File: config.mk
export PLATFORM = sky130hd
export DESIGN_NAME = viterbi_channel_err_inj
export DESIGN_NICKNAME = d
export VERILOG_FILES = /design/src/rtl/viterbi_channel_err_inj.sv
export SDC_FILE = /design/constraint.sdc
export NUM_CORES = 1
export LEC_CHECK = 0
export ABC_AREA = 1
export ABC_CLOCK_PERIOD_IN_PS = 1840
export CAP_MARGIN = 20
export CORE_MARGIN = 2
export CORE_UTILIZATION = 47
export DETAILED_ROUTE_END_ITERATION = 6
export PLACE_DENSITY_LB_ADDON = 0.3
export SETUP_SLACK_MARGIN = 0.15
export SLEW_MARGIN = 20
export SYNTH_ARGS = -nofsm -noshare
export SYNTH_HDL_FRONTEND = slang
export SYNTH_SLANG_ARGS = --single-unit
File: constraint.sdc
create_clock -name clk -period 1.84 [get_ports clk]
set_input_delay 0.46 -clock clk [delete_from_list [all_inputs] [get_ports clk]]
set_output_delay 0.46 -clock clk [all_outputs]
set_load 0.01 [all_outputs]
File: src/rtl/viterbi_channel_err_inj.sv
// viterbi_channel_err_inj: flips code-symbol bits (pass/periodic/burst/LFSR-random) and counts BER window stats.
// Burst mode 10 exists only with VITERBI_ERR_INJ_BURST_EN defined; otherwise mode 10 acts as periodic.
module viterbi_channel_err_inj #(
    parameter int          SYM_W     = 2,
    parameter int          PERIOD_W  = 8,
    parameter int          CNT_W     = 16,
    parameter logic [15:0] LFSR_SEED = 16'hACE1
) (
    input  logic                clk,
    input  logic                rst,
    input  logic                sym_valid_i,
    input  logic [SYM_W-1:0]    sym_i,
    input  logic [1:0]          mode_i,
    input  logic [PERIOD_W-1:0] period_i,
    input  logic [3:0]          burst_len_i,
    input  logic [PERIOD_W-1:0] thresh_i,
    input  logic [SYM_W-1:0]    bit_mask_i,
    input  logic [CNT_W-1:0]    win_len_i,
    input  logic                clr_i,
    output logic                sym_valid_o,
    output logic [SYM_W-1:0]    sym_o,
    output logic                err_flag_o,
    output logic [CNT_W-1:0]    sym_cnt_o,
    output logic [CNT_W-1:0]    inj_cnt_o,
    output logic                win_done_o
);
    logic [PERIOD_W-1:0] r_phase;
    logic [15:0]         r_lfsr;
    logic [CNT_W-1:0]    r_sym_cnt, r_inj_cnt;
    logic [SYM_W-1:0]    r_sym;
    logic                r_valid, r_err, r_win_done;
    logic                w_adv, w_trig, w_burst, w_inj;
    logic [15:0]         w_lfsr_nxt;
    logic [CNT_W-1:0]    w_sym_cnt_nxt;

    assign w_adv         = sym_valid_i && !clr_i;
    assign w_trig        = (period_i != '0) && (r_phase == period_i - 1'b1);
    assign w_lfsr_nxt    = {1'b0, r_lfsr[15:1]} ^ (r_lfsr[0] ? 16'hB400 : 16'h0000);
    assign w_sym_cnt_nxt = (&r_sym_cnt) ? r_sym_cnt : r_sym_cnt + 1'b1;

`ifdef VITERBI_ERR_INJ_BURST_EN
    logic [3:0] r_burst_rem;
    assign w_burst = w_trig || (r_burst_rem != 4'd0);
    // A trigger mid-burst reloads the remaining length
    always_ff @(posedge clk or negedge rst) begin
        if (!rst)
            r_burst_rem <= 4'd0;
        else if (clr_i)
            r_burst_rem <= 4'd0;
        else if (sym_valid_i)
            r_burst_rem <= (mode_i != 2'b10) ? 4'd0 :
                           w_trig ? ((burst_len_i == 4'd0) ? 4'd0 : burst_len_i - 4'd1) :
                           (r_burst_rem != 4'd0) ? r_burst_rem - 4'd1 : 4'd0;
    end
`else
    assign w_burst = w_trig;
`endif

    assign w_inj = w_adv && ((mode_i == 2'b01) ? w_trig :
                             (mode_i == 2'b10) ? w_burst :
                             (mode_i == 2'b11) ? (r_lfsr[PERIOD_W-1:0] < thresh_i) : 1'b0);

    always_ff @(posedge clk or negedge rst) begin
        if (!rst) begin
            r_valid    <= 1'b0;
            r_sym      <= '0;
            r_err      <= 1'b0;
            r_phase    <= '0;
            r_lfsr     <= LFSR_SEED;
            r_sym_cnt  <= '0;
            r_inj_cnt  <= '0;
            r_win_done <= 1'b0;
        end else begin
            r_valid <= sym_valid_i;
            r_sym   <= sym_i ^ (w_inj ? bit_mask_i : '0);
            r_err   <= w_inj;
            if (clr_i) begin
                r_phase    <= '0;
                r_lfsr     <= LFSR_SEED;
                r_sym_cnt  <= '0;
                r_inj_cnt  <= '0;
                r_win_done <= 1'b0;
            end else if (sym_valid_i) begin
                r_phase <= (w_trig || period_i == '0) ? '0 : r_phase + 1'b1;
                r_lfsr  <= w_lfsr_nxt;
                // Counters freeze once the window completes; injection continues
                if (!r_win_done) begin
                    r_sym_cnt  <= w_sym_cnt_nxt;
                    r_inj_cnt  <= (w_inj && !(&r_inj_cnt)) ? r_inj_cnt + 1'b1 : r_inj_cnt;
                    r_win_done <= (win_len_i != '0) && (w_sym_cnt_nxt == win_len_i);
                end
            end
        end
    end

    assign sym_valid_o = r_valid;
    assign sym_o       = r_sym;
    assign err_flag_o  = r_err;
    assign sym_cnt_o   = r_sym_cnt;
    assign inj_cnt_o   = r_inj_cnt;
    assign win_done_o  = r_win_done;
endmodule

=== Word-level counts from Yosys, hierarchy flattened ===
Index checks and enable logic that the tools add are counted.

* Word-level logic and storage cells: 59
* Output and inout bits: 37
* Bits in read-only memories: 0
* Memories kept: 0
* Latch bits: 0
* Bits in registers: 61
* RAM bits: 0

* Div/mod/pow operators: 0
* Bitwise gates (word level): 2
* Equal/unequal tests: 6
* $lt $le $gt $ge: 1
* Reductions and logical operators: 17
* Shift operators: 0
* $add $sub $neg: 4
* Multiplexer cells: 21
* $mul: 0

{| class="wikitable"
|+ Operators with widths
! cell !! number
|-
| 16-bit 2-to-1 mux || 11
|-
| 16-bit by 1-bit adder with 16-bit output (second input constant) || 2
|-
| 16-bit AND reduction || 2
|-
| 8-bit 2-to-1 mux || 3
|-
| 16-bit == test || 1
|-
| 16-bit nonzero test || 1
|-
| 15-bit by 16-bit XOR with 16-bit output || 1
|-
| 8-bit by 1-bit adder with 8-bit output (second input constant) || 1
|-
| 8-bit == test || 1
|-
| 8-bit logical NOT || 1
|-
| 8-bit less-than comparator || 1
|-
| 8-bit nonzero test || 1
|-
| 8-bit by 1-bit subtractor with 8-bit output (second input constant) || 1
|-
| 1-bit 2-to-1 mux || 6
|-
| 1-bit logical AND || 5
|-
| 2-bit == test (second input constant) || 2
|-
| 2-bit nonzero test || 2
|-
| 3-bit AND reduction || 1
|-
| 2-bit by 1-bit == test with 1-bit output (second input constant) || 1
|-
| 1-bit logical NOT || 2
|-
| 2-bit 2-to-1 mux || 1
|-
| 2-bit != test (second input constant) || 1
|-
| 2-bit AND reduction || 1
|-
| 2-bit XOR || 1
|-
| 1-bit logical OR || 1
|}

=== Longest topological paths before layout ===
Gate-level depths: netlist (run 1).

* Depth after elaboration: 11
* Mapped depth: 17
* Depth with buffers taken out: 16

=== Worst setup path after synthesis (run 1) ===
OpenSTA, ideal clock, no wires.

* Path kind: input port to flip-flop
* Start: in period_i[0]
* End: reg r_inj_cnt[11], in the netlist inj_cnt_o[11]
* Buffers on the path: 1
* Data arrival time: 1929 ps
* Data required time: 1723 ps
* Stages on the path: 15
* Setup time: 117 ps
* Path slack: -206 ps
* Path through: inv_1 ha_1 xor2_1 nand2_1 a21oi_1 nand2_1 nor2_1 nand3_1 nand2_1 nand3_2 nand2_4 nand2_4 buf_6 nand2_1 nand2_1

* Longest elaborated chain between the ends: 9
* Elaborated cells on any way between the ends: 10

{| class="wikitable"
|+ RTL lines
! what !! RTL line !! source
|-
| start: declaration || 14 || <nowiki>input logic [PERIOD_W-1:0] period_i,</nowiki>
|-
| 8-bit by 1-bit subtractor with 8-bit output || 37 || <nowiki>assign w_trig = (period_i != '0) && (r_phase == period_i - 1'b1);</nowiki>
|-
| 8-bit == test || 37 ||
|-
| 1-bit logical AND (*) || 37 ||
|-
| 1-bit 2-to-1 mux || 60 || <nowiki>(mode_i == 2'b10) ? w_burst :</nowiki>
|-
| 1-bit 2-to-1 mux (*) || 59 || <nowiki>assign w_inj = w_adv && ((mode_i == 2'b01) ? w_trig :</nowiki>
|-
| 1-bit logical AND (*) || 59 ||
|-
| 1-bit logical AND (*) || 89 || <nowiki>r_inj_cnt <= (w_inj && !(&r_inj_cnt)) ? r_inj_cnt + 1'b1 : r_inj_cnt;</nowiki>
|-
| 2-bit nonzero test (no line) (*) || - ||
|-
| 3-bit AND reduction (no line) (*) || - ||
|-
| end signal: assignment || 89 ||
|-
| end: declaration || 29 || <nowiki>logic [CNT_W-1:0] r_sym_cnt, r_inj_cnt;</nowiki>
|}

Mark *: on every way between the ends. The rest lies on a longest branch, timed or not.
A chain may end at the register's enable or synchronous reset.

=== Worst setup path in the final report (run 1) ===
* Start: reg r_inj_cnt[1], in the netlist inj_cnt_o[1]
* End: reg r_inj_cnt[8], in the netlist inj_cnt_o[8]

* Longest elaborated chain between the ends: 5
* Elaborated cells on any way between the ends: 10

{| class="wikitable"
|+ RTL lines
! what !! RTL line
|-
| 16-bit by 1-bit adder with 16-bit output or 16-bit AND reduction (tied branches) || 89
|-
| 16-bit 2-to-1 mux or 1-bit logical NOT (tied branches) || 89
|-
| 16-bit 2-to-1 mux or 1-bit logical AND (tied branches) || 87, 89
|-
| 16-bit 2-to-1 mux or 2-bit nonzero test (tied branches) || -
|-
| 16-bit 2-to-1 mux or 3-bit AND reduction (tied branches) || -
|}

Parallel ways exist; a longest one is shown, timed or not. The select of a mux whose other input is x is not followed.

==> flow_metrics.py, run 1 <==
metrics = {
    "synthesis": {
        "synth_top_family_by_area": "simple AND/OR/NAND/NOR gates",
        "synth-edff-count": 0,
        "yosys.area_share.simple": 0.336,
        "synth.most_common_cell": "nand2_1",
        "synthFlopType": "dfrtp_1",
        "yosys.area_share.adder": 0.0360,
        "synth_top_area_frac": 0.318,
        "synth.distinct_cells": 36,
        "seq_area_frac_synth": 0.369,
        "synth_compound_area_frac": 0.0769,
        "synth_area_leaders": "dfrtp_1 (32%), nand2_1 (13%), nand3_1 (7.6%), xor2_1 (7.4%), inv_1 (6.9%)",
        "synth_area_sq_um": 4170,
        "ys.warnings.count": 0,
        "synthArstFlopShare": 1.00,
        "synthMuxAreaShare": 0,
        "synth_top_area_cell": "dfrtp_1",
        "synth_xor_area_frac": 0.0925,
        "synthCells": 582,
        "ys_top_cells_by_count": "nand2_1 (148), inv_1 (77), nand3_1 (63)",
        "synth-seq-cells": 61,
        "postSynthAreaPerCell_sq_um": 7.16,
        "syn-num-nets": 640,
    },
    "clock_network": {
        "cts_sinks": 61,
        "cts_hold_buf": 0,
        "h-tree-depth": 3,
        "cts_buffer_depth": 2,
        "path_clk_slew_ns": 0.08,
        "cts_root_buffer": "clkbuf_8",
        "cts_buffers": 9,
        "cts_tree": "built",
        "clock_latency_ns": 0.34,
    },
    "floorplan": {
        "start_util": 0.480,
        "fp.dieW_um": 98.1,
        "ioPinCount": 83,
        "rows": 34,
        "die_area_sq_um": 9630,
        "chipHeight_um": 98.1,
        "core_area_sq_um": 8680,
    },
    "placed_design": {
        "dpl-instance-area_sq_um": 5660,
        "io_buffers": 78,
        "place_hpwl_um": 8500,
        "placed_cells": 833,
        "gp_congestion": 0.916,
    },
    "power_and_ir_drop": {
        "p_seq_frac": 0.420,
        "power.density_nw_per_um2": 532,
        "leakage_nw": 3.34,
        "pwr-share-clk": 0.357,
        "swShare": 0.295,
        "p_sw_mw": 1.03,
        "vdd_ir_drop_max_mv": 0.387,
        "intPower_mw": 2.46,
        "comb_power_share": 0.223,
    },
    "layout": {
        "final_util": 0.758,
        "diodes": 0,
        "syn2layout_area_growth_pct": 57.9,
        "stdcell_count": 883,
        "nNetsFinal": 828,
        "final_cell_area_sq_um": 6580,
        "drive_gt1_frac": 0.337,
    },
    "grt": {
        "grt_antenna_before_repair": 0,
        "grt-ovfl-total": 0,
        "globalRouteMet3Util": 0.0558,
        "grt_util_all_layers": 0.273,
        "first_global_vias": 4722,
        "grt.busiest_layer": "met2",
        "grt_use_met1": 0.336,
        "grt_pass1_wl_um": 21500,
        "grt_max_degree": 62,
        "use_met2": 0.449,
    },
    "worst_setup_path": {
        "end_kind": "register",
        "crit_start": "inj_cnt_o[1]$_DFFE_PN0P_",
        "path_max_fanout": 8,
        "path_class": "register to register",
        "r2r-start": "inj_cnt_o[1]$_DFFE_PN0P_",
        "crit_required_ns": 2.08,
        "critical_path_arrival_ns": 2.16,
        "r2r_slack_ns": -0.08,
        "reg2regPathDepth": 13,
        "crit_path_start_kind": "register",
        "r2r-end": "inj_cnt_o[8]$_DFFE_PN0P_",
        "crit_end": "inj_cnt_o[8]$_DFFE_PN0P_",
    },
    "status": {
        "outcome": "complete, but fails checks",
        "violations": "setup timing",
    },
    "min_path": {
        "hold_class": "input port to async pin",
    },
    "timing": {
        "whs_ns": 0.118,
        "timing.final.crit_share": 1.05,
        "timing.final.ws_setup_ns": -0.0833,
        "skew_ns": 0.0163,
        "slew_headroom": 0.760,
        "setup_viol_count_final": 17,
        "rsz0062_at_grt": "yes",
        "max_freq_mhz": 520,
        "hold_viol_final": 0,
        "final.min_clock_period_ns": 1.92,
        "maxSlewViolCount": 0,
        "worst_pin_slew_ns": 0.355,
    },
    "route": {
        "vias_per_cell": 5.41,
        "wire_per_inst_um": 15.5,
        "drtIter0Drc": 244,
        "dr.pass1.iters": 5,
        "ant_nets": 0,
        "drc": 0,
        "dr_total_vias": 4779,
        "drt-total-wl_um": 13700,
    },
    "flow_run": {
        "cap_viol_max_count": 0,
    },
}
## placed cells by master (no fill, tap or decap), types with 5 or more instances in the layout
master             n
a22oi_1            5
nand3_2           22
o21ai_0           17
nor2_2            12
o22ai_1           17
xor2_1            34
inv_1             67
clkbuf_8          11
dfrtp_1           47
buf_6              5
nand2_2           21
nor2_4            14
ha_4               7
dlygate4sd2_1     33
nor3_1             6
dfrtp_2            6
dlymetal6s2s_1     8
buf_4            102
a21oi_1            5
clkdlybuf4s50_1   26
nand4_1           10
xnor2_1            9
nand2_1          126
nor2_1            43
nand3_1           41
inv_2             11
dfstp_2            8
## cells by family (layout without fill, tap and decap cells)
logic type,Yosys count,after routing
DFF,61,61
xor gates and xnor gates,44,44
and+or+nand+nor,316,317
buffers and inverters,94,286
adders and majority gates,12,12
AOI/OAI and AO/OA,55,55
## power groups by stage
stage                     Combinational, mW  Clock (mW)  Sequential (mW)
after floorplan                       0.288           0             1.49
after global routing                  0.848        1.31             1.47
after global placement                0.615           0             1.47
after CTS                             0.702        1.25             1.46
after detailed placement              0.636           0             1.48
final                                 0.780        1.25             1.47
## critical path, cell delays in order, from the launching register on
cell and delay (ns):
dfrtp_1 0.41, ha_4 0.16, nand3_2 0.10, nor2_4 0.10, nand2_2 0.08, nor2_4 0.10, nand3_1 0.07, nor2_1 0.13
nand3_2 0.13, nand3_4 0.14, nand2_8 0.11, buf_8 0.17, nand3_2 0.06, nand2_1 0.05
## per-stage QoR
step / setup WS (ns) / power (mW) / setup TNS [ns]
2_1_floorplan: -0.136 / 1.78 / -1.33
3_3_place_gp: -0.735 / 2.09 / -21.35
3_5_place_dp: -0.810 / 2.11 / -23.28
4_1_cts: -0.0487 / 3.41 / -0.504
5_1_grt: -0.205 / 3.63 / -3.28
6_report: -0.0833 / 3.50 / -1.10
## registers in the layout, summed over array words and instances (netlist names)
signal / flops
inj_cnt_o: 16
r_lfsr: 16
err_flag_o: 1
sym_o: 2
sym_cnt_o: 16
win_done_o: 1
r_phase: 8
sym_valid_o: 1
## timing repair
action | 4_1_cts | 5_1_grt
setup endpoints to repair | 66 | 54
cloned | 1 | 0
buffers inserted | 28 | 5
pin swaps | 49 | 29
gates resized for setup | 141 | 62
## layout make-up
| cell class | count | area (sq um) |
|---|---|---|
| multi-input cells | 428 | 2760 |
| fillers | 597 | 2100 |
| repair buffers | 188 | 1600 |
| flip-flops and latches | 61 | 1540 |
| inverters | 82 | 333 |
| clock buffers | 12 | 155 |
| well taps | 108 | 135 |
| clock inverters | 4 | 47.5 |
## per-layer routing
metal / up-vias / share of wire
li1: 2252 / -
met1: 2261 / 0.40
met2: 213 / 0.50
met3: 53 / 0.061
met4: 0 / 0.039
met5: - / 0
## worst min path at each step
stage,from,to,cells past startpoint
2_1_floorplan,rst,err_flag_o$_DFF_PN0_,0
3_3_place_gp,r_lfsr[12]$_DFFE_PN0P_,r_lfsr[11]$_DFFE_PN1P_,2
3_5_place_dp,rst,r_phase[7]$_DFFE_PN0P_,2
4_1_cts,rst,r_phase[7]$_DFFE_PN0P_,2
5_1_grt,rst,r_phase[5]$_DFFE_PN0P_,2
6_report,rst,r_phase[7]$_DFFE_PN0P_,2
Note: power is estimated with default switching activity, not from simulation.
==> run 2: changes to the inputs <==
--- a/config.mk
+++ b/config.mk
@@ -8,9 +8,11 @@
 export ABC_AREA = 1
 export ABC_CLOCK_PERIOD_IN_PS = 1840
 export CAP_MARGIN = 20
+export CORE_ASPECT_RATIO = 2
 export CORE_MARGIN = 2
-export CORE_UTILIZATION = 47
+export CORE_UTILIZATION = 58
 export DETAILED_ROUTE_END_ITERATION = 6
+export DONT_BUFFER_PORTS = 1
 export PLACE_DENSITY_LB_ADDON = 0.3
 export SETUP_SLACK_MARGIN = 0.15
 export SLEW_MARGIN = 20
==> run 2 against run 1 <==
  * The run ends with hold timing, setup timing left
  * Sequential cell count is the same
  * Worst setup slack improved by 0.022 ns
  * Cell count fell by 16%
  * Critical path depth unchanged
  * Via count down 12%
  * Sequential power barely moved
  * Final area shrank 18%
  * Clock-buffer cell count is the same
  * Clock skew shrank 0.011 ns
  * Global-route usage increased by 2.1 points
  * Clock power is 50% higher
  * Largest power group is now clock
==> flow_metrics.py, run 2 (synthesis gave the netlist of run 1 again) <==
metrics = {
    "power_and_ir_drop": {
        "power.density_nw_per_um2": 708,
        "leakage_nw": 2.62,
        "vdd_ir_drop_max_mv": 0.544,
    },
    "grt": {
        "first_global_vias": 4045,
        "grt_antenna_before_repair": 0,
        "grt-ovfl-total": 0,
        "grt_max_degree": 62,
        "grt_pass1_wl_um": 17900,
        "grt_util_all_layers": 0.294,
    },
    "worst_setup_path": {
        "r2r-end": "inj_cnt_o[4]$_DFFE_PN0P_",
        "critical_path_arrival_ns": 2.13,
        "path_class": "register to register",
        "crit_path_start_kind": "register",
        "path_max_fanout": 8,
        "crit_top_cell": "nand3_2",
        "r2r-start": "inj_cnt_o[0]$_DFFE_PN0P_",
        "crit_required_ns": 2.07,
        "crit_slowest_cell": "dfrtp_1",
        "max_stage_delay_ns": 0.35,
        "r2r_slack_ns": -0.06,
        "end_kind": "register",
        "reg2regPathDepth": 13,
        "cp_cell_sequence": "ha_2 > nand3_2 > nor2_2 > nand2_2 > nor2_4 > nand3_2 > nor2_1 > nand3_1 > nand3_2 > nand2_4 > clkbuf_16 > nand3_2 > nand2_1",
    },
    "clock_network": {
        "clock_latency_ns": 0.34,
        "cts_sinks": 61,
        "cts_buffers": 9,
        "cts_buffer_depth": 2,
        "path_clk_slew_ns": 0.05,
        "cts_tree": "built",
        "h-tree-depth": 3,
        "cts_root_buffer": "clkbuf_16",
    },
    "timing": {
        "timing.final.ws_setup_ns": -0.0614,
        "rsz0062_at_grt": "yes",
        "whs_ns": -0.186,
        "slew_headroom": 0.648,
        "worst_pin_slew_ns": 0.527,
        "hold_viol_final": 61,
        "skew_ns": 0.00577,
        "setup_viol_count_final": 17,
        "timing.final.crit_share": 1.03,
        "tns_ns": -0.486,
        "final.min_clock_period_ns": 1.90,
        "max_freq_mhz": 526,
        "maxSlewViolCount": 0,
    },
    "placed_design": {
        "place_hpwl_um": 8140,
        "gp_congestion": 0.901,
        "io_buffers": 0,
        "placed_cells": 718,
    },
    "floorplan": {
        "chipHeight_um": 124,
        "ioPinCount": 83,
        "rows": 43,
        "start_util": 0.600,
        "fp.dieW_um": 63.9,
        "core_area_sq_um": 6940,
        "die_area_sq_um": 7920,
    },
    "min_path": {
        "hold_class": "input port to async pin",
    },
    "route": {
        "drtIter0Drc": 440,
        "wire_per_inst_um": 16.2,
        "drc": 0,
        "drt-total-wl_um": 12000,
        "dr.pass1.iters": 5,
        "vias_per_cell": 5.71,
        "dr_total_vias": 4229,
        "ant_nets": 0,
    },
    "layout": {
        "syn2layout_area_growth_pct": 30.0,
        "final_common_cell": "nand2_1",
        "nNetsFinal": 705,
        "stdcell_count": 741,
        "diodes": 0,
        "final_cell_mix": "nand2_1 (137), inv_1 (74), buf_4 (63), nor2_1 (52), dfrtp_1 (52)",
        "fillers": 474,
        "drive_gt1_frac": 0.260,
        "final_util": 0.780,
    },
    "status": {
        "outcome": "complete, but fails checks",
        "violations": "hold timing, setup timing",
    },
    "flow_run": {
        "cap_viol_max_count": 0,
    },
}
[run 2: cell types whose count changed in the layout (fill, tap and decap cells not counted), sizes merged, moves of 2 or more]
cell / before / now
dlymetal6s2s: 8 / 0
dlygate4sd2: 33 / 0
clkdlybuf4s15: 2 / 0
buf: 115 / 64
clkdlybuf4s50: 26 / 0
clkbuf: 16 / 13
[run 2: where the power goes]
group | leakage (nW) | switching, mW | internal (mW)
logic | 1.66 | 0.291 | 0.211
clock network | 0.159 | 0.616 | 1.25
registers | 0.805 | 0.0512 | 1.41
[run 2: metal layers]
metal,track usage,vias to the layer above,share of wire
li1,-,2001,-
met1,0.293,2018,0.35
met2,0.538,168,0.56
met3,0.0786,42,0.059
met4,0.168,0,0.033
met5,0,-,0
[run 2: area by class of cell]
cell class / count / area [sq um] / area share
Multi-Input combinational cell: 428 / 2590 / 0.478
Sequential cell: 61 / 1540 / 0.284
Timing Repair Buffer: 65 / 518 / 0.0957
Inverter: 82 / 330 / 0.0610
Clock buffer: 12 / 256 / 0.0474
Tap cell: 90 / 113 / 0.0208
Clock inverter: 3 / 68.8 / 0.0127
[run 2: worst max path at each step]
stage | startpoint | slack (ns) | endpoint | cells after the start
2_1_floorplan | period_i[0] | -0.14 | inj_cnt_o[11]$_DFFE_PN0P_ | 15
3_3_place_gp | period_i[0] | -0.23 | inj_cnt_o[4]$_DFFE_PN0P_ | 14
3_5_place_dp | period_i[0] | -0.25 | inj_cnt_o[4]$_DFFE_PN0P_ | 14
4_1_cts | sym_cnt_o[0]$_DFFE_PN0P_ | 0.004 | win_done_o$_DFFE_PN0P_ | 13
5_1_grt | inj_cnt_o[1]$_DFFE_PN0P_ | -0.14 | inj_cnt_o[4]$_DFFE_PN0P_ | 13
6_report | inj_cnt_o[0]$_DFFE_PN0P_ | -0.06 | inj_cnt_o[4]$_DFFE_PN0P_ | 13
[run 2: what timing repair did]
action / in CTS / in global routing
setup buffers: 3 / 3
cloned: 0 / 2
endpoints found under the setup margin: 21 / 22
endpoints found under the hold margin: 61 / 61
gates resized for setup: 18 / 49
pin swaps: 4 / 22
[run 2: worst max-delay path, delay by kind of cell (launching register included)]
kind / cells / cell delay [ns]
adder cells (fa/ha/maj): 1 / 0.19
buffers and inverters: 1 / 0.20
flip-flops: 1 / 0.35
AND/OR/NAND/NOR: 11 / 1.06
[run 2: stage by stage]
step	area (sq um)	power, mW	setup WS (ns)
floorplan	4210	1.78	-0.136
global placement	4710	1.89	-0.232
detailed placement	4710	1.90	-0.251
CTS	5120	3.78	0.00410
global route	5410	3.95	-0.139
finish	5410	3.84	-0.0614
==> run 3: changes to the inputs <==
--- a/config.mk
+++ b/config.mk
@@ -6,11 +6,11 @@
 export NUM_CORES = 1
 export LEC_CHECK = 0
 export ABC_AREA = 1
-export ABC_CLOCK_PERIOD_IN_PS = 1840
+export ABC_CLOCK_PERIOD_IN_PS = 2420
 export CAP_MARGIN = 20
 export CORE_ASPECT_RATIO = 2
 export CORE_MARGIN = 2
-export CORE_UTILIZATION = 58
+export CORE_UTILIZATION = 60
 export DETAILED_ROUTE_END_ITERATION = 6
 export DONT_BUFFER_PORTS = 1
 export PLACE_DENSITY_LB_ADDON = 0.3
==> constraint.sdc (replaced) <==
create_clock -name clk -period 2.42 [get_ports clk]
set_input_delay 0.605 -clock clk [delete_from_list [all_inputs] [get_ports clk]]
set_output_delay 0.605 -clock clk [all_outputs]
set_load 0.01 [all_outputs]
==> run 3 against run 2 <==
  * Clock power decreased by 32%
  * Sequential cell count unchanged
  * Utilization fell by 11 points
  * Combinational power is 43% lower
  * Global-route usage shrank 2.2 points
  * Final area down 15%
  * Critical path depth is the same
  * The run now ends clean
  * Sequential power fell by 23%
  * Critical endpoint is now inj_cnt_o[15]$_DFFE_PN0P_
  * Hold slack improved by 0.30 ns
  * Clock-buffer cell count is the same
  * Die area down 3.2%
  * Largest power group unchanged
  * Clock skew decreased by 0.00090 ns
==> flow_metrics.py, run 3 (synthesis gave the netlist of run 1 again) <==
metrics = {
    "worst_setup_path": {
        "r2r-end": "inj_cnt_o[15]$_DFFE_PN0P_",
        "path_max_fanout": 16,
        "worst-path-buf-inv": 1,
        "crit_path_start_kind": "register",
        "critical_path.top_delay_family": "simple AND/OR/NAND/NOR gates",
        "path_class": "register to register",
        "reg2regPathDepth": 13,
        "crit_top_cell": "nand3_1",
        "r2r_slack_ns": 0.35,
        "r2r-start": "inj_cnt_o[0]$_DFFE_PN0P_",
        "critical_path_arrival_ns": 2.29,
        "cp_cell_sequence": "ha_1 > nand3_2 > nor2_2 > nand2_1 > nor2_2 > nand3_1 > nor2_1 > nand3_1 > nand3_2 > nand2_4 > buf_12 > nand3_1 > nand2_1",
        "crit_required_ns": 2.64,
        "max_stage_delay_ns": 0.49,
        "crit_slowest_cell": "dfrtp_1",
        "end_kind": "register",
    },
    "timing": {
        "slew_headroom": 0.545,
        "rsz0062_at_grt": "no",
        "skew_ns": 0.00487,
        "worst_pin_slew_ns": 0.681,
        "setup_viol_count_final": 0,
        "max_freq_mhz": 483,
        "maxSlewViolCount": 0,
        "timing.final.crit_share": 0.856,
        "final.min_clock_period_ns": 2.07,
        "tns_ns": 0,
        "hold_viol_final": 0,
        "timing.final.ws_setup_ns": 0.350,
    },
    "power_and_ir_drop": {
        "p_seq_frac": 0.421,
        "finalPower_mw": 2.68,
        "p_sw_mw": 0.676,
        "leakage_nw": 2.25,
        "comb_power_share": 0.107,
        "swShare": 0.252,
        "intPower_mw": 2.01,
        "vdd_ir_drop_max_mv": 0.499,
        "pwr-share-clk": 0.472,
        "power.density_nw_per_um2": 582,
    },
    "grt": {
        "first_global_vias": 3547,
        "grt-ovfl-total": 0,
        "grt_max_degree": 54,
        "grt_antenna_before_repair": 0,
        "grt_util_all_layers": 0.272,
        "grt_pass1_wl_um": 16700,
    },
    "status": {
        "outcome": "finished clean",
    },
    "clock_network": {
        "cts_sinks": 61,
        "h-tree-depth": 3,
        "cts_tree": "built",
        "cts_buffer_depth": 2,
        "clock_latency_ns": 0.33,
        "path_clk_slew_ns": 0.05,
        "cts_setup_buffers": 0,
        "cts_root_buffer": "clkbuf_16",
        "cts_buffers": 9,
    },
    "placed_design": {
        "dp_slack_ns": 0.114,
        "place_hpwl_um": 6820,
        "placed_cells": 666,
        "gp_congestion": 0.922,
        "io_buffers": 0,
    },
    "route": {
        "wl_met1_um": 4180,
        "dr_total_vias": 3791,
        "wl_met3_um": 681,
        "ant_nets": 0,
        "drtIter0Drc": 269,
        "wl_met2_um": 4650,
        "dr.pass1.iters": 5,
        "drc": 0,
        "wire_per_inst_um": 14.2,
        "drt-total-wl_um": 9690,
        "highest_layer": "met4",
        "vias_per_cell": 5.55,
    },
    "floorplan": {
        "ioPinCount": 83,
        "fp.dieW_um": 62.9,
        "chipHeight_um": 122,
        "start_util": 0.610,
        "core_area_sq_um": 6830,
        "die_area_sq_um": 7660,
        "rows": 43,
    },
    "layout": {
        "stdcell_count": 683,
        "nNetsFinal": 646,
        "drive_gt1_frac": 0.0877,
        "syn2layout_area_growth_pct": 10.7,
        "diodes": 0,
        "final_cell_mix": "nand2_1 (148), inv_1 (77), nand3_1 (63), nor2_1 (60), dfrtp_1 (51)",
        "final_common_cell": "nand2_1",
        "final_util": 0.675,
        "fillers": 591,
    },
    "min_path": {
        "hold_class": "input port to async pin",
    },
    "flow_run": {
        "cap_viol_max_count": 0,
    },
}
run 3: worst max path at each step:
stage               depth (start not counted)                     start                   endpoint  slack [ns]
floorplan                                  15               period_i[0]  inj_cnt_o[11]$_DFFE_PN0P_        0.23
global placement                           14               period_i[0]   inj_cnt_o[1]$_DFFE_PN0P_        0.13
detailed placement                         14               period_i[1]  inj_cnt_o[15]$_DFFE_PN0P_        0.11
CTS                                        12  sym_cnt_o[0]$_DFFE_PN0P_     win_done_o$_DFFE_PN0P_        0.24
global route                               13  inj_cnt_o[0]$_DFFE_PN0P_  inj_cnt_o[12]$_DFFE_PN0P_        0.17
finish                                     13  inj_cnt_o[0]$_DFFE_PN0P_  inj_cnt_o[15]$_DFFE_PN0P_        0.35
run 3: metrics by stage:
step                      instance area, sq um  hold slack, ns
after CTS                                 4600           0.106
after floorplan                           4170           0.309
after global routing                      4610           0.101
final                                     4610           0.117
after detailed placement                  4280           0.311
after global placement                    4270           0.311
run 3: timing repair:
| action | CTS | global route |
|---|---|---|
| hold buffers | 1 | 0 |
| hold endpoints to repair | 53 | 0 |
| endpoints found under the setup margin | 0 | 1 |
| gates resized for setup | 0 | 5 |
run 3: final cells by class:
cell class / instances / area [sq um] / area share
Clock buffer: 12 / 246 / 0.0535
Multi-Input combinational cell: 427 / 2270 / 0.492
Inverter: 82 / 310 / 0.0673
Sequential cell: 61 / 1540 / 0.334
Timing Repair Buffer: 7 / 85.1 / 0.0185
Tap cell: 90 / 113 / 0.0244
Clock inverter: 4 / 47.5 / 0.0103
run 3: per-layer routing:
| metal | vias up | track usage |
|---|---|---|
| li1 | 1881 | - |
| met1 | 1768 | 0.359 |
| met2 | 129 | 0.428 |
| met3 | 13 | 0.0646 |
| met4 | 0 | 0.114 |
| met5 | - | 0 |
run 3: power by group through the flow:
stage / registers (mW) / logic (mW) / clock network [mW]
2_1_floorplan: 1.13 / 0.215 / 0
3_3_place_gp: 1.14 / 0.250 / 0
3_5_place_dp: 1.14 / 0.259 / 0
4_1_cts: 1.13 / 0.289 / 1.29
5_1_grt: 1.13 / 0.332 / 1.33
6_report: 1.13 / 0.288 / 1.27
